--- src/rtl/snn_readout_pkg.sv ---
// Shared types and helpers for the spike readout accumulator.
//   state_t     : result FSM states (IDLE, CMP, HOLD)
//   NUM_OUT_DEF : default number of output neurons
//   CNT_W_DEF   : default per-neuron counter width
//   sat_inc     : increment-with-saturation on a zero-extended counter value
package snn_readout_pkg;

  typedef enum logic [1:0] {
    ST_IDLE = 2'd0,
    ST_CMP  = 2'd1,
    ST_HOLD = 2'd2
  } state_t;

  localparam int NUM_OUT_DEF = 2;
  localparam int CNT_W_DEF   = 6;

  // Operates on 32-bit containers so one function serves any counter width;
  // the caller zero-extends and truncates back to its own width.
  function automatic logic [31:0] sat_inc(input logic [31:0] val,
                                          input logic [31:0] max_val,
                                          input logic        inc);
    if (inc && (val != max_val)) return val + 32'd1;
    return val;
  endfunction

endpackage

--- src/rtl/spike_edge_detect.sv ---
// Rising-edge detector for the SNN step clock.
//   clk       : system clock
//   reset     : synchronous active-high reset
//   delay_clk : step clock, generated in the clk domain (no synchronizer needed)
//   qual      : step qualifier (enable and a non-zero window length)
//   step      : one-cycle pulse on each qualified delay_clk rising edge
module spike_edge_detect (
  input  logic clk,
  input  logic reset,
  input  logic delay_clk,
  input  logic qual,
  output logic step
);

  logic delay_clk_q;

  always_ff @(posedge clk) begin
    if (reset) delay_clk_q <= 1'b0;
    else       delay_clk_q <= delay_clk;
  end

  assign step = delay_clk & ~delay_clk_q & qual;

endmodule

--- src/rtl/spike_readout_accumulator.sv ---
// Per-neuron spike counting over a window of SNN steps, followed by a
// sequential argmax and a valid/ack result handshake.
//   clk, reset      : system clock, synchronous active-high reset
//   enable          : SNN enable; low aborts the current window
//   delay_clk       : SNN step clock (clk domain)
//   output_spikes   : spike vector from the output layer
//   window_len      : steps per window, 0 = idle
//   result_ack      : consumer acknowledge (only honoured while result_valid)
//   result_valid    : result pending
//   winner, tie     : argmax index, and shared-max / all-zero flag
//   spike_counts    : snapshot counts, neuron i at [i*CNT_W +: CNT_W]
//   overrun         : sticky, a window ended while a result was still pending
//   spike_history   : last 4 step vectors, newest in the low bits
//                     (only with SPIKE_READOUT_HISTORY_EN defined)
//
// state   | meaning
// --------+---------------------------------------------
// ST_IDLE | waiting for a window-end snapshot
// ST_CMP  | sequential argmax, one neuron per cycle
// ST_HOLD | result presented, result_valid = 1
module spike_readout_accumulator
  import snn_readout_pkg::*;
#(
  parameter int NUM_OUT = NUM_OUT_DEF,
  parameter int CNT_W   = CNT_W_DEF,
  parameter int WIN_W   = 8,
  parameter int IDX_W   = (NUM_OUT > 1) ? $clog2(NUM_OUT) : 1
) (
  input  logic                     clk,
  input  logic                     reset,
  input  logic                     enable,
  input  logic                     delay_clk,
  input  logic [NUM_OUT-1:0]       output_spikes,
  input  logic [WIN_W-1:0]         window_len,
  input  logic                     result_ack,
  output logic                     result_valid,
  output logic [IDX_W-1:0]         winner,
  output logic                     tie,
  output logic [NUM_OUT*CNT_W-1:0] spike_counts,
`ifdef SPIKE_READOUT_HISTORY_EN
  output logic [4*NUM_OUT-1:0]     spike_history,
`endif
  output logic                     overrun
);

  localparam int          IW1     = IDX_W + 1;
  localparam logic [31:0] CNT_MAX = 32'((64'd1 << CNT_W) - 64'd1);

  logic               step;
  logic               win_active;
  logic               win_end;
  logic [WIN_W-1:0]   step_cnt;
  logic [CNT_W-1:0]   cnt      [NUM_OUT];
  logic [CNT_W-1:0]   cnt_next [NUM_OUT];
  logic [CNT_W-1:0]   snap     [NUM_OUT];
  logic [CNT_W-1:0]   best_val;
  logic [IDX_W-1:0]   best_idx;
  logic [IDX_W-1:0]   cur;
  logic               tie_r;
  logic [IW1-1:0]     idx_q;

  state_t state_q, state_d;
  logic   load_snap, do_cmp, publish, set_ovr;

  assign win_active = enable & (window_len != '0);

  spike_edge_detect u_edge (
    .clk       (clk),
    .reset     (reset),
    .delay_clk (delay_clk),
    .qual      (win_active),
    .step      (step)
  );

  // A window_len below step_cnt+1 never matches, so step_cnt wraps naturally.
  assign win_end = step && (step_cnt == (window_len - WIN_W'(1)));

  always_comb begin
    for (int i = 0; i < NUM_OUT; i++) begin
      cnt_next[i] = CNT_W'(sat_inc(32'(cnt[i]), CNT_MAX, output_spikes[i]));
    end
  end

  always_ff @(posedge clk) begin
    if (reset || !win_active) begin
      step_cnt <= '0;
      for (int i = 0; i < NUM_OUT; i++) cnt[i] <= '0;
    end else if (win_end) begin
      step_cnt <= '0;
      for (int i = 0; i < NUM_OUT; i++) cnt[i] <= '0;
    end else if (step) begin
      step_cnt <= step_cnt + WIN_W'(1);
      for (int i = 0; i < NUM_OUT; i++) cnt[i] <= cnt_next[i];
    end
  end

  always_ff @(posedge clk) begin
    if (reset) state_q <= ST_IDLE;
    else       state_q <= state_d;
  end

  // CMP spends one cycle per neuron 1..NUM_OUT-1 and one more to publish,
  // giving result_valid NUM_OUT+1 cycles after the window-end step.
  always_comb begin
    state_d   = state_q;
    load_snap = 1'b0;
    do_cmp    = 1'b0;
    publish   = 1'b0;
    set_ovr   = 1'b0;
    case (state_q)
      ST_IDLE: begin
        if (win_end) begin
          load_snap = 1'b1;
          state_d   = ST_CMP;
        end
      end
      ST_CMP: begin
        if (idx_q == IW1'(NUM_OUT)) begin
          publish = 1'b1;
          state_d = ST_HOLD;
        end else begin
          do_cmp = 1'b1;
        end
        if (win_end) set_ovr = 1'b1;
      end
      ST_HOLD: begin
        if (result_ack) begin
          if (win_end) begin
            load_snap = 1'b1;
            state_d   = ST_CMP;
          end else begin
            state_d = ST_IDLE;
          end
        end else if (win_end) begin
          set_ovr = 1'b1;
        end
      end
      default: state_d = ST_IDLE;
    endcase
  end

  assign cur          = idx_q[IDX_W-1:0];
  assign result_valid = (state_q == ST_HOLD);

  always_ff @(posedge clk) begin
    if (reset) begin
      for (int i = 0; i < NUM_OUT; i++) snap[i] <= '0;
      best_val     <= '0;
      best_idx     <= '0;
      tie_r        <= 1'b0;
      idx_q        <= '0;
      winner       <= '0;
      tie          <= 1'b0;
      spike_counts <= '0;
      overrun      <= 1'b0;
    end else begin
      if (load_snap) begin
        // Seed from cnt_next so the window's last step is counted.
        for (int i = 0; i < NUM_OUT; i++) snap[i] <= cnt_next[i];
        best_idx <= '0;
        best_val <= cnt_next[0];
        tie_r    <= (cnt_next[0] == '0);
        idx_q    <= IW1'(1);
      end else if (do_cmp) begin
        if (snap[cur] > best_val) begin
          best_idx <= cur;
          best_val <= snap[cur];
          tie_r    <= 1'b0;
        end else if (snap[cur] == best_val) begin
          tie_r <= 1'b1;
        end
        idx_q <= idx_q + IW1'(1);
      end
      if (publish) begin
        winner <= best_idx;
        tie    <= tie_r;
        for (int i = 0; i < NUM_OUT; i++) spike_counts[i*CNT_W +: CNT_W] <= snap[i];
      end
      if (set_ovr) overrun <= 1'b1;
    end
  end

`ifdef SPIKE_READOUT_HISTORY_EN
  always_ff @(posedge clk) begin
    if (reset || !enable) spike_history <= '0;
    else if (step)        spike_history <= {spike_history[3*NUM_OUT-1:0], output_spikes};
  end
`endif

endmodule

--- config.mk ---
export PLATFORM = sky130hd
export DESIGN_NAME = spike_readout_accumulator
export DESIGN_NICKNAME = d
export VERILOG_FILES = /design/src/rtl/snn_readout_pkg.sv /design/src/rtl/spike_edge_detect.sv /design/src/rtl/spike_readout_accumulator.sv
export SDC_FILE = /design/constraint.sdc
export NUM_CORES = 1
export LEC_CHECK = 0
export BUFFER_PORTS_ARGS = -buffer_cell sky130_fd_sc_hd__buf_2
export CORE_AREA = 3 3 130 95
export CTS_CLUSTER_DIAMETER = 80
export DETAILED_ROUTE_END_ITERATION = 8
export DIE_AREA = 0 0 133 98
export PLACE_DENSITY = 0.53
export SLEW_MARGIN = 20
export SYNTH_ARGS = -nofsm -noshare
export SYNTH_HDL_FRONTEND = slang
export SYNTH_SLANG_ARGS = --single-unit
--- constraint.sdc ---
create_clock -name clk -period 5.4 [get_ports clk]
set_clock_uncertainty 0.15 [all_clocks]
set_input_delay 0.54 -clock clk [delete_from_list [all_inputs] [get_ports clk]]
set_output_delay 0.54 -clock clk [all_outputs]
set_load 0.01 [all_outputs]
==> results of run 1 <==
flip-flops by register name, summed over array words and instances (netlist names), named ones only:
register,cells
idx_q,2
cnt,12
spike_counts,12
tie,1
u_edge.delay_clk_q,1
step_cnt,8
best_val,6
tie_r,1
overrun,1
state_q,2
winner,1
snap,12
best_idx,1
synthesized netlist by cell type (all sizes together) (2+ instances only):
cell type	instances	area share [%]
o22ai	4	0.75
a211oi	7	1.9
mux2	5	1.7
a21o	5	1.2
dfxtp	37	22
mux2i	7	2.1
xnor2	12	3.2
nand2b	2	0.38
inv	14	1.6
buf	9	2.3
o211ai	4	1.1
o21ai	9	1.4
nand3	8	1.2
nor4	2	0.38
clkbuf	6	0.68
ha	15	5.6
a31oi	2	0.56
edfxtp	24	22
nand4	6	1.1
or3	4	0.75
nor3	5	0.90
nor2	53	8.1
or2	3	0.56
nor2b	8	1.5
xor2	14	3.7
a2111o	4	1.4
nand2	49	5.6
a21oi	20	3.0
o31ai	2	0.45
and3	3	0.56
layout make-up:
| class | instances | area share, % |
|---|---|---|
| multi-input combinational | 263 | 43.7 |
| sequential | 61 | 37.3 |
| clock inverter | 5 | 1.85 |
| timing repair buffer | 33 | 4.41 |
| inverter | 14 | 1.34 |
| clock buffer | 11 | 6.49 |
| tap | 153 | 4.89 |
final timing paths:
path              startpoint              end  slack (ps)  cells past startpoint
max reg2reg        flip-flop      best_val[0]        2300                      9
min          spike_counts[6]  spike_counts[6]         300                      2
min reg2reg  spike_counts[6]  spike_counts[6]         300                      2
max                flip-flop      best_val[0]        2300                      9
placed cells by master, fill, tap and decap left out, types with 3 or more instances in the layout:
cell type and instances:
o211ai_1 3, ha_1 15, xor2_1 14, nand3_1 8
dfxtp_1 37, a21oi_1 20, a21o_1 3, o22ai_1 4
buf_2 30, or3_1 4, mux2_2 5, nor2_1 43
o21ai_0 8, mux2i_1 7, a211oi_1 5, nor2_4 9
nor3_1 4, buf_4 3, a2111o_1 4, and3_1 3
clkbuf_16 10, nor2b_1 8, xnor2_1 12, edfxtp_1 24
nand4_1 6, inv_1 14, nand2_1 48
report_power, final:
group	switching (mW)	internal, mW
sequential	0.00804	0.488
clock	0.187	0.427
combinational	0.0397	0.0236
layer usage:
| metal | vias to the layer above | routed length (µm) | global-route usage (%) | part of all wire [%] |
|---|---|---|---|---|
| met2 | 52 | 2750 | 15.1 | 40 |
| met1 | 1137 | 3570 | 16.5 | 52 |
| met5 | - | 0 | 0 | 0 |
| li1 | 1286 | - | - | - |
| met3 | 10 | 379 | 3.55 | 5.6 |
| met4 | 0 | 110 | 4.31 | 1.6 |
tightest hold or removal path: stages (launching register included):
cell,delay (ps)
dfxtp_1,300
nand2_1,50
a21oi_1,50
per-stage QoR:
step	worst slack, ps	power, mW
2_1_floorplan	2560	0.548
3_3_place_gp	2090	0.567
3_5_place_dp	2000	0.568
4_1_cts	2310	1.19
5_1_grt	2030	1.22
6_report	2300	1.17
kinds of logic (layout without fill, tap and decap cells):
| kind of cell | count (synthesis) | in the layout | synth area share, % |
|---|---|---|---|
| AND/OR/NAND/NOR | 149 | 149 | 22.6 |
| AO/OA/AOI/OAI | 61 | 61 | 12.6 |
| flip-flops | 61 | 61 | 44.0 |
| buffers and inverters | 29 | 63 | 4.55 |
| XOR/XNOR | 26 | 26 | 6.85 |
| adder cells (fa/ha/maj) | 15 | 15 | 5.65 |
| multiplexers | 12 | 12 | 3.80 |
==> out/results.txt, run 1 <==
Outcome = finished clean
Area Overhead vs Synth = 17.8%
Routed Antenna Nets = 0
Total Wirelength = 6.82 mm
CTS buffer count = 9
Maximum clock insertion buffer count = 2
Initial Utilization = 30.2%
Power per cell area = 300 nW/µm²
Rows = 32
HPWL Detailed = 5.18 mm
Yosys warns = 0
Core Util, Final = 35.6%
ANT cells = 0
Worst endpoint required time = 5490 ps
First-pass GRT wire length = 11.5 mm
Period utilization = 57.4%
CTS Root Cell = clkbuf_16
CP max stage delay = 510 ps
FF+latch area = 1460 µm²
Leak pwr = 1.43 nW
Measured slew at the worst slew-check pin = 638 ps
RePlAce Congestion = 0.790
Max-Cap Viols = 0
Drt wl/cell = 12.6 µm
CP Class = reg -> reg
Overflow left after global routing = 0
Fillers = 1112
All-Layer GR Usage = 11.2%
Hold_ws = 297 ps
Mapped cell area = 3320 µm²
Critical path buffers and inverters = 0
Post-synth EDFFs = 24
Final hold violations = 0
Netlist cell types = 53
Ys flop type = dfxtp_1
Relative max-transition margin = 57.5%
Minimum clock period = 3100 ps
Post-CTS Resized = 0
Pin count of the biggest net entering global routing = 33
CP top delay family = simple AND/OR/NAND/NOR gates
Fin nets = 412
Drt pass-1 iters = 4
PortBufs = 30
CP max FO = 13
HP Class = reg -> reg
CTS clock-pin slew for the worst setup and hold paths = 50 ps
Flops & latches, synth = 61
Inst Count DP = 524
Multi-input gate area in the final layout = 1710 µm²
Slowest CP cell = dfxtp_1
Vert. Die Dim = 98 µm
Vias per cell = 4.60
Crit path DAT = 3190 ps
Worst-path cell chain = mux2_2, ha_1, and3_1, nand3_1, o221ai_1, nand3_1, or2_2, a21o_1, o22ai_1
Layout cells sized above 1 = 18.3%
Setup Fix Bufs, Post-CTS = 0
Final instance area = 3920 µm²
Hold-fix buffers, CTS = 0
Syn_nets = 383
Ys async rst share = 0%
Die width = 133 µm
CTS Sinks = 61
Core area = 11000 µm²
Post-synthesis instance total = 353
Final cell count without fillers = 540
Initial antenna violation count = 0
Slew Viols, Final = 0
Worst skew pair latency = 320 ps
Setup_tns = 0 ps
Critical path launch point type = flip-flop
CTS tree = yes
# setup viols final = 0
Setup crit end kind = flip-flop
Sequential fraction of the synthesis area = 44.0%
Vias in the first global route = 2274
H-tree levels = 3
Drt drc = 0
Top cell by count, worst path = nand3_1
Fmax = 323 MHz
Die ar. = 13000 µm²
Cell Area, Placed = 3590 µm²
VDD IR max = 0.000165 V
Average size of a mapped cell = 9.42 µm²
RSZ-0062 raised after global routing = false
DRT iter0 DRCs = 149
I/O pins = 31
DR vias = 2485
Note: power is estimated with default switching activity, not from simulation.
==> run 2: changes to the inputs <==
Clock period 5.4 ns to 3 ns, I/O delays scaled along.
==> out/results.txt, run 2 (synthesis results as in run 1) <==
VDD IR max = 0.000286 V
Wire length on met1 = 3.86 mm
CTS tree = yes
CP top delay family = compound AO/OA/AOI/OAI gates
H-tree levels = 3
Final cell count without fillers = 549
Critical path buffers and inverters = 1
FF+latch area = 1460 µm²
Worst skew pair latency = 330 ps
Post-CTS Resized = 0
PortBufs = 30
Core area = 11000 µm²
Max-Cap Viols = 0
Fillers = 1142
CP max FO = 13
All-Layer GR Usage = 11.7%
CTS Root Cell = clkbuf_16
CP Class = reg -> reg
Outcome = finished clean
First-pass GRT wire length = 12.1 mm
Routed Antenna Nets = 0
Power per cell area = 545 nW/µm²
Drt pass-1 iters = 4
DRT iter0 DRCs = 108
CTS Sinks = 61
Drt drc = 0
HPWL Detailed = 5.45 mm
Met2 WL = 2.97 mm
Crit path DAT = 2860 ps
Critical path launch point type = flip-flop
Rows = 32
Min-delay src = delay_clk
Worst-path cell chain = mux2_2, ha_1, a21o_1, a211oi_1, o221ai_1, nand3_1, buf_4, nor2_1, a2111o_1, o21ai_0
Setup_tns = 0 ps
HP Class = in -> reg
Hold_ws = 93.2 ps
Total Wirelength = 7.17 mm
Dpl ws = 268 ps
Final WS setup = 240 ps
Vias in the first global route = 2401
Minimum clock period = 2760 ps
RSZ-0062 raised after global routing = false
Slew Viols, Final = 0
Setup Fix Bufs, Post-CTS = 0
Most frequent cells in the layout = nand2_1 (48), nor2_1 (43), dfxtp_1 (37)
Multi-input gate area in the final layout = 1710 µm²
Leak pwr = 1.48 nW
DR vias = 2525
DR WL met3 = 269 µm
Pin count of the biggest net entering global routing = 33
Slowest CP cell = dfxtp_1
Initial antenna violation count = 0
Die ar. = 13000 µm²
Worst endpoint required time = 3100 ps
Top flop regs = cnt: 12 flops, snap: 12 flops, spike_counts: 12 flops
Measured slew at the worst slew-check pin = 690 ps
Final hold violations = 0
CP max stage delay = 460 ps
CTS clock-pin slew for the worst setup and hold paths = 50 ps
Fmax = 362 MHz
# setup viols final = 0
Highest metal used = met4
RePlAce Congestion = 0.789
Vert. Die Dim = 98 µm
Initial Utilization = 30.2%
ANT cells = 0
Inst Count DP = 533
Area Overhead vs Synth = 20.2%
Period utilization = 92.0%
Setup crit end kind = flip-flop
Maximum clock insertion buffer count = 2
CTS buffer count = 9
Fin nets = 421
Overflow left after global routing = 0
Final Power = 2.18 mW
Relative max-transition margin = 54.0%
Drt wl/cell = 13.1 µm
Die width = 133 µm
Layout cells sized above 1 = 20.5%
I/O pins = 31
Vias per cell = 4.60
Most common cell after layout, fill and taps aside = nand2_1
Hold-fix buffers, CTS = 0
[run 2: changes by cell type in the layout (fill, tap and decap cells not counted), sizes merged]
cell / before / now
clkbuf: 11 / 9
bufinv: 2 / 3
buf: 33 / 42
clkinvlp: 0 / 1
[run 2: worst paths after layout]
| path | cells past startpoint | end | slack, ps |
|---|---|---|---|
| max reg2reg | 10 | best_val[1] | 240 |
| min | 3 | u_edge.delay_clk_q | 90 |
| min reg2reg | 2 | spike_counts[10] | 300 |
| max | 10 | best_val[1] | 240 |
[run 2: per-stage QoR]
step / instance area, µm² / util, %
6_report: 4000 / 36.3
5_1_grt: 4000 / 36.3
4_1_cts: 4000 / 36.3
3_5_place_dp: 3660 / 33.2
3_3_place_gp: 3660 / 33.2
2_1_floorplan: 3320 / -
[run 2: layout make-up]
| type | count | share of cell area [%] |
|---|---|---|
| timing repair buffer | 42 | 6.01 |
| clock buffer | 9 | 5.64 |
| multi-input combinational | 263 | 42.8 |
| inverter | 14 | 1.31 |
| tap | 153 | 4.79 |
| sequential | 61 | 36.6 |
| clock inverter | 7 | 2.85 |
[run 2: where the power goes]
part | internal, mW | total, mW | switching, mW
clock | 0.805 | 1.16 | 0.359
sequential | 0.877 | 0.892 | 0.0150
combinational | 0.0475 | 0.121 | 0.0739
[run 2: per-layer routing]
metal	vias to the layer above	GRT usage, %
li1	1306	-
met1	1178	16.8
met2	35	16.2
met3	6	4.69
met4	0	2.88
met5	-	0
[run 2: worst reg2reg max path, delay by kind of cell (launching register included)]
kind	cells	cell delay (ps)
AOI/OAI and AO/OA	5	1010
DFF	1	460
muxes	1	390
adders and majority gates	1	290
and+or+nand+nor	2	180
buffers and inverters	1	180
==> run 3: changes to the inputs <==
Settings changed: ABC_AREA from default to 1, CELL_PAD_IN_SITES_DETAIL_PLACEMENT from default to 2, CELL_PAD_IN_SITES_GLOBAL_PLACEMENT from default to 2, CORE_AREA 3 3 130 95 to 3 3 130 94, DIE_AREA 0 0 133 98 to 0 0 133 97, PLACE_DENSITY 0.53 to 0.77.
==> out/results.txt, run 3 <==
Worst endpoint required time = 3100 ps
CP top delay family = simple AND/OR/NAND/NOR gates
Post-synth EDFFs = 24
Routed Antenna Nets = 0
DR vias = 2862
Rows = 32
Outcome = finished clean
Leak pwr = 1.67 nW
HPWL Detailed = 7.25 mm
DRT iter0 DRCs = 217
Drt pass-1 iters = 4
Drt wl/cell = 15.1 µm
Measured slew at the worst slew-check pin = 559 ps
Core area = 11000 µm²
Setup_tns = 0 ps
Worst path depth = 12
CP Class = reg -> reg
Final WS setup = 356 ps
CP max FO = 11
Ys async rst share = 0%
Top flop regs = cnt: 12 flops, snap: 12 flops, spike_counts: 12 flops
Critical path launch point type = flip-flop
Post-synthesis instance total = 424
Netlist cell types = 39
Syn_nets = 454
CTS Root Cell = clkbuf_16
Setup crit end kind = flip-flop
Top cells by area, synth = dfxtp_1 (22%), edfxtp_1 (22%), nand2_1 (9.4%)
Slew Viols, Final = 0
Sequential fraction of the synthesis area = 44.2%
Synth top area share = 22.4%
Ys flop type = dfxtp_1
Relative max-transition margin = 62.6%
Yosys warns = 0
Max-Cap Viols = 0
PortBufs = 30
I/O pins = 31
RePlAce Congestion = 0.809
Hold-fix buffers, CTS = 0
HP Class = in -> reg
Most common cell after layout, fill and taps aside = nand2_1
Top cell by count, worst path = o21ai_0
Total Wirelength = 9.34 mm
Layout cells sized above 1 = 17.4%
ANT cells = 0
RSZ-0062 raised after global routing = false
Maximum clock insertion buffer count = 2
Setup crit end = best_val[5]
# setup viols final = 0
Critical path buffers and inverters = 1
Fillers = 1284
Crit path DAT = 2740 ps
Period utilization = 88.1%
Most frequent cells in the layout = nand2_1 (83), inv_1 (57), nor2_1 (55)
Vert. Die Dim = 97 µm
CTS Sinks = 61
Worst R2R Setup Slack = 360 ps
Die ar. = 12900 µm²
CTS clock-pin slew for the worst setup and hold paths = 50 ps
Worst-path cell chain = o21ai_0, ha_1, nand2_1, nor2_1, o21ai_0, o211ai_1, nand3_2, inv_1, nand2_1, o21ai_0, nand3_1, o21ai_0
Post-synth top area cell = dfxtp_1
Reg-to-reg endpoint = best_val[5]
Dpl ws = 220 ps
Synth top cells by count = nand2_1 (83), inv_1 (57), nor2_1 (55)
Mapped cell area = 3310 µm²
First-pass GRT wire length = 16.1 mm
CP max stage delay = 520 ps
Fmax = 378 MHz
Power per cell area = 626 nW/µm²
Drt drc = 0
Slowest CP cell = dfxtp_1
Initial antenna violation count = 0
H-tree levels = 3
Count leader, synth = nand2_1
Die width = 133 µm
CTS tree = yes
FF-to-FF path depth = 12
Overflow left after global routing = 0
All-Layer GR Usage = 15.5%
Area Overhead vs Synth = 19.0%
CTS buffer count = 9
Average size of a mapped cell = 7.80 µm²
Vias per cell = 4.63
Worst skew pair latency = 330 ps
VDD IR max = 0.000277 V
Initial Utilization = 30.0%
Pin count of the biggest net entering global routing = 22
Fin nets = 490
Flops & latches, synth = 61
Minimum clock period = 2640 ps
Final hold violations = 0
Vias in the first global route = 3099
==> run 3: changes by cell type after synthesis, moves of 5 or more <==
cell	delta
inv_1	+43
nand2_1	+35
o21ai_0	+29
nand3_1	+16
nor2_1	+12
nor2_2	+10
xnor2_1	-9
nor2b_1	-8
nor2_4	-7
xor2_1	-6
a211oi_1	-5
mux2_2	-5
mux2i_1	-5
==> run 3: cell families (layout without fill, tap and decap cells) <==
kind of cell | count (synthesis) | count (layout) | synth area share (%)
AOI/OAI and AO/OA | 65 | 65 | 10.2
buffers and inverters | 71 | 112 | 8.48
and+or+nand+nor | 199 | 199 | 27.9
DFF | 61 | 61 | 44.2
adders and majority gates | 15 | 15 | 5.68
xor gates and xnor gates | 11 | 11 | 2.91
muxes | 2 | 2 | 0.606
==> run 3: stage by stage <==
step                utilization, %  std cells  hold slack, ps  power, mW  instance area [µm²]
floorplan                        -        424             219       1.30                 3310
global placement              33.0        602             311       1.43                 3630
detailed placement            33.0        602             317       1.46                 3630
CTS                           35.7        618            26.6       2.50                 3930
global route                  35.7        618            51.8       2.63                 3930
finish                        35.7        618            41.6       2.46                 3930
==> run 3: metal layers <==
layer	global-route usage (%)	vias to the layer above	routed length [µm]
met5	0	-	0
met4	4.15	0	117
met3	4.26	13	268
met2	24.0	33	4190
met1	21.2	1381	4760
li1	-	1435	-
==> run 3: power by group <==
part / switching [mW] / internal, mW
Clock: 0.360 / 0.651
Sequential: 0.0485 / 0.923
Combinational: 0.316 / 0.161
Total: 0.724 / 1.74
==> run 3: cell type report <==
| class | count | area, µm² | share of cell area, % |
|---|---|---|---|
| Inverter | 63 | 240 | 6.11 |
| Clock buffer | 13 | 282 | 7.16 |
| Multi-Input combinational cell | 292 | 1570 | 39.9 |
| Timing Repair Buffer | 33 | 173 | 4.39 |
| Tap cell | 153 | 191 | 4.87 |
| Clock inverter | 3 | 16.3 | 0.414 |
| Sequential cell | 61 | 1460 | 37.2 |
==> run 3: how the worst min path moves through the flow <==
stage	startpoint	slack, ps	end	depth (start not counted)
floorplan	reset	220	best_val[0]	1
global placement	spike_counts[3]	310	spike_counts[3]	2
detailed placement	spike_counts[11]	320	spike_counts[11]	2
CTS	delay_clk	30	u_edge.delay_clk_q	3
global route	delay_clk	50	u_edge.delay_clk_q	3
finish	delay_clk	40	u_edge.delay_clk_q	3
==> run 3: repair_timing <==
item                                   4_1_cts  5_1_grt
buffers inserted                             0        0
setup endpoints to repair                    0        2
endpoints found under the hold margin        0        0
gates resized for setup                      0        1
==> run 3: worst reg2reg max path: stages (launching register included) <==
cell	delay, ps
dfxtp_1	520
o21ai_0	210
ha_1	330
nand2_1	80
nor2_1	140
o21ai_0	100
o211ai_1	140
nand3_2	250
inv_1	220
nand2_1	100
o21ai_0	130
nand3_1	110
o21ai_0	80
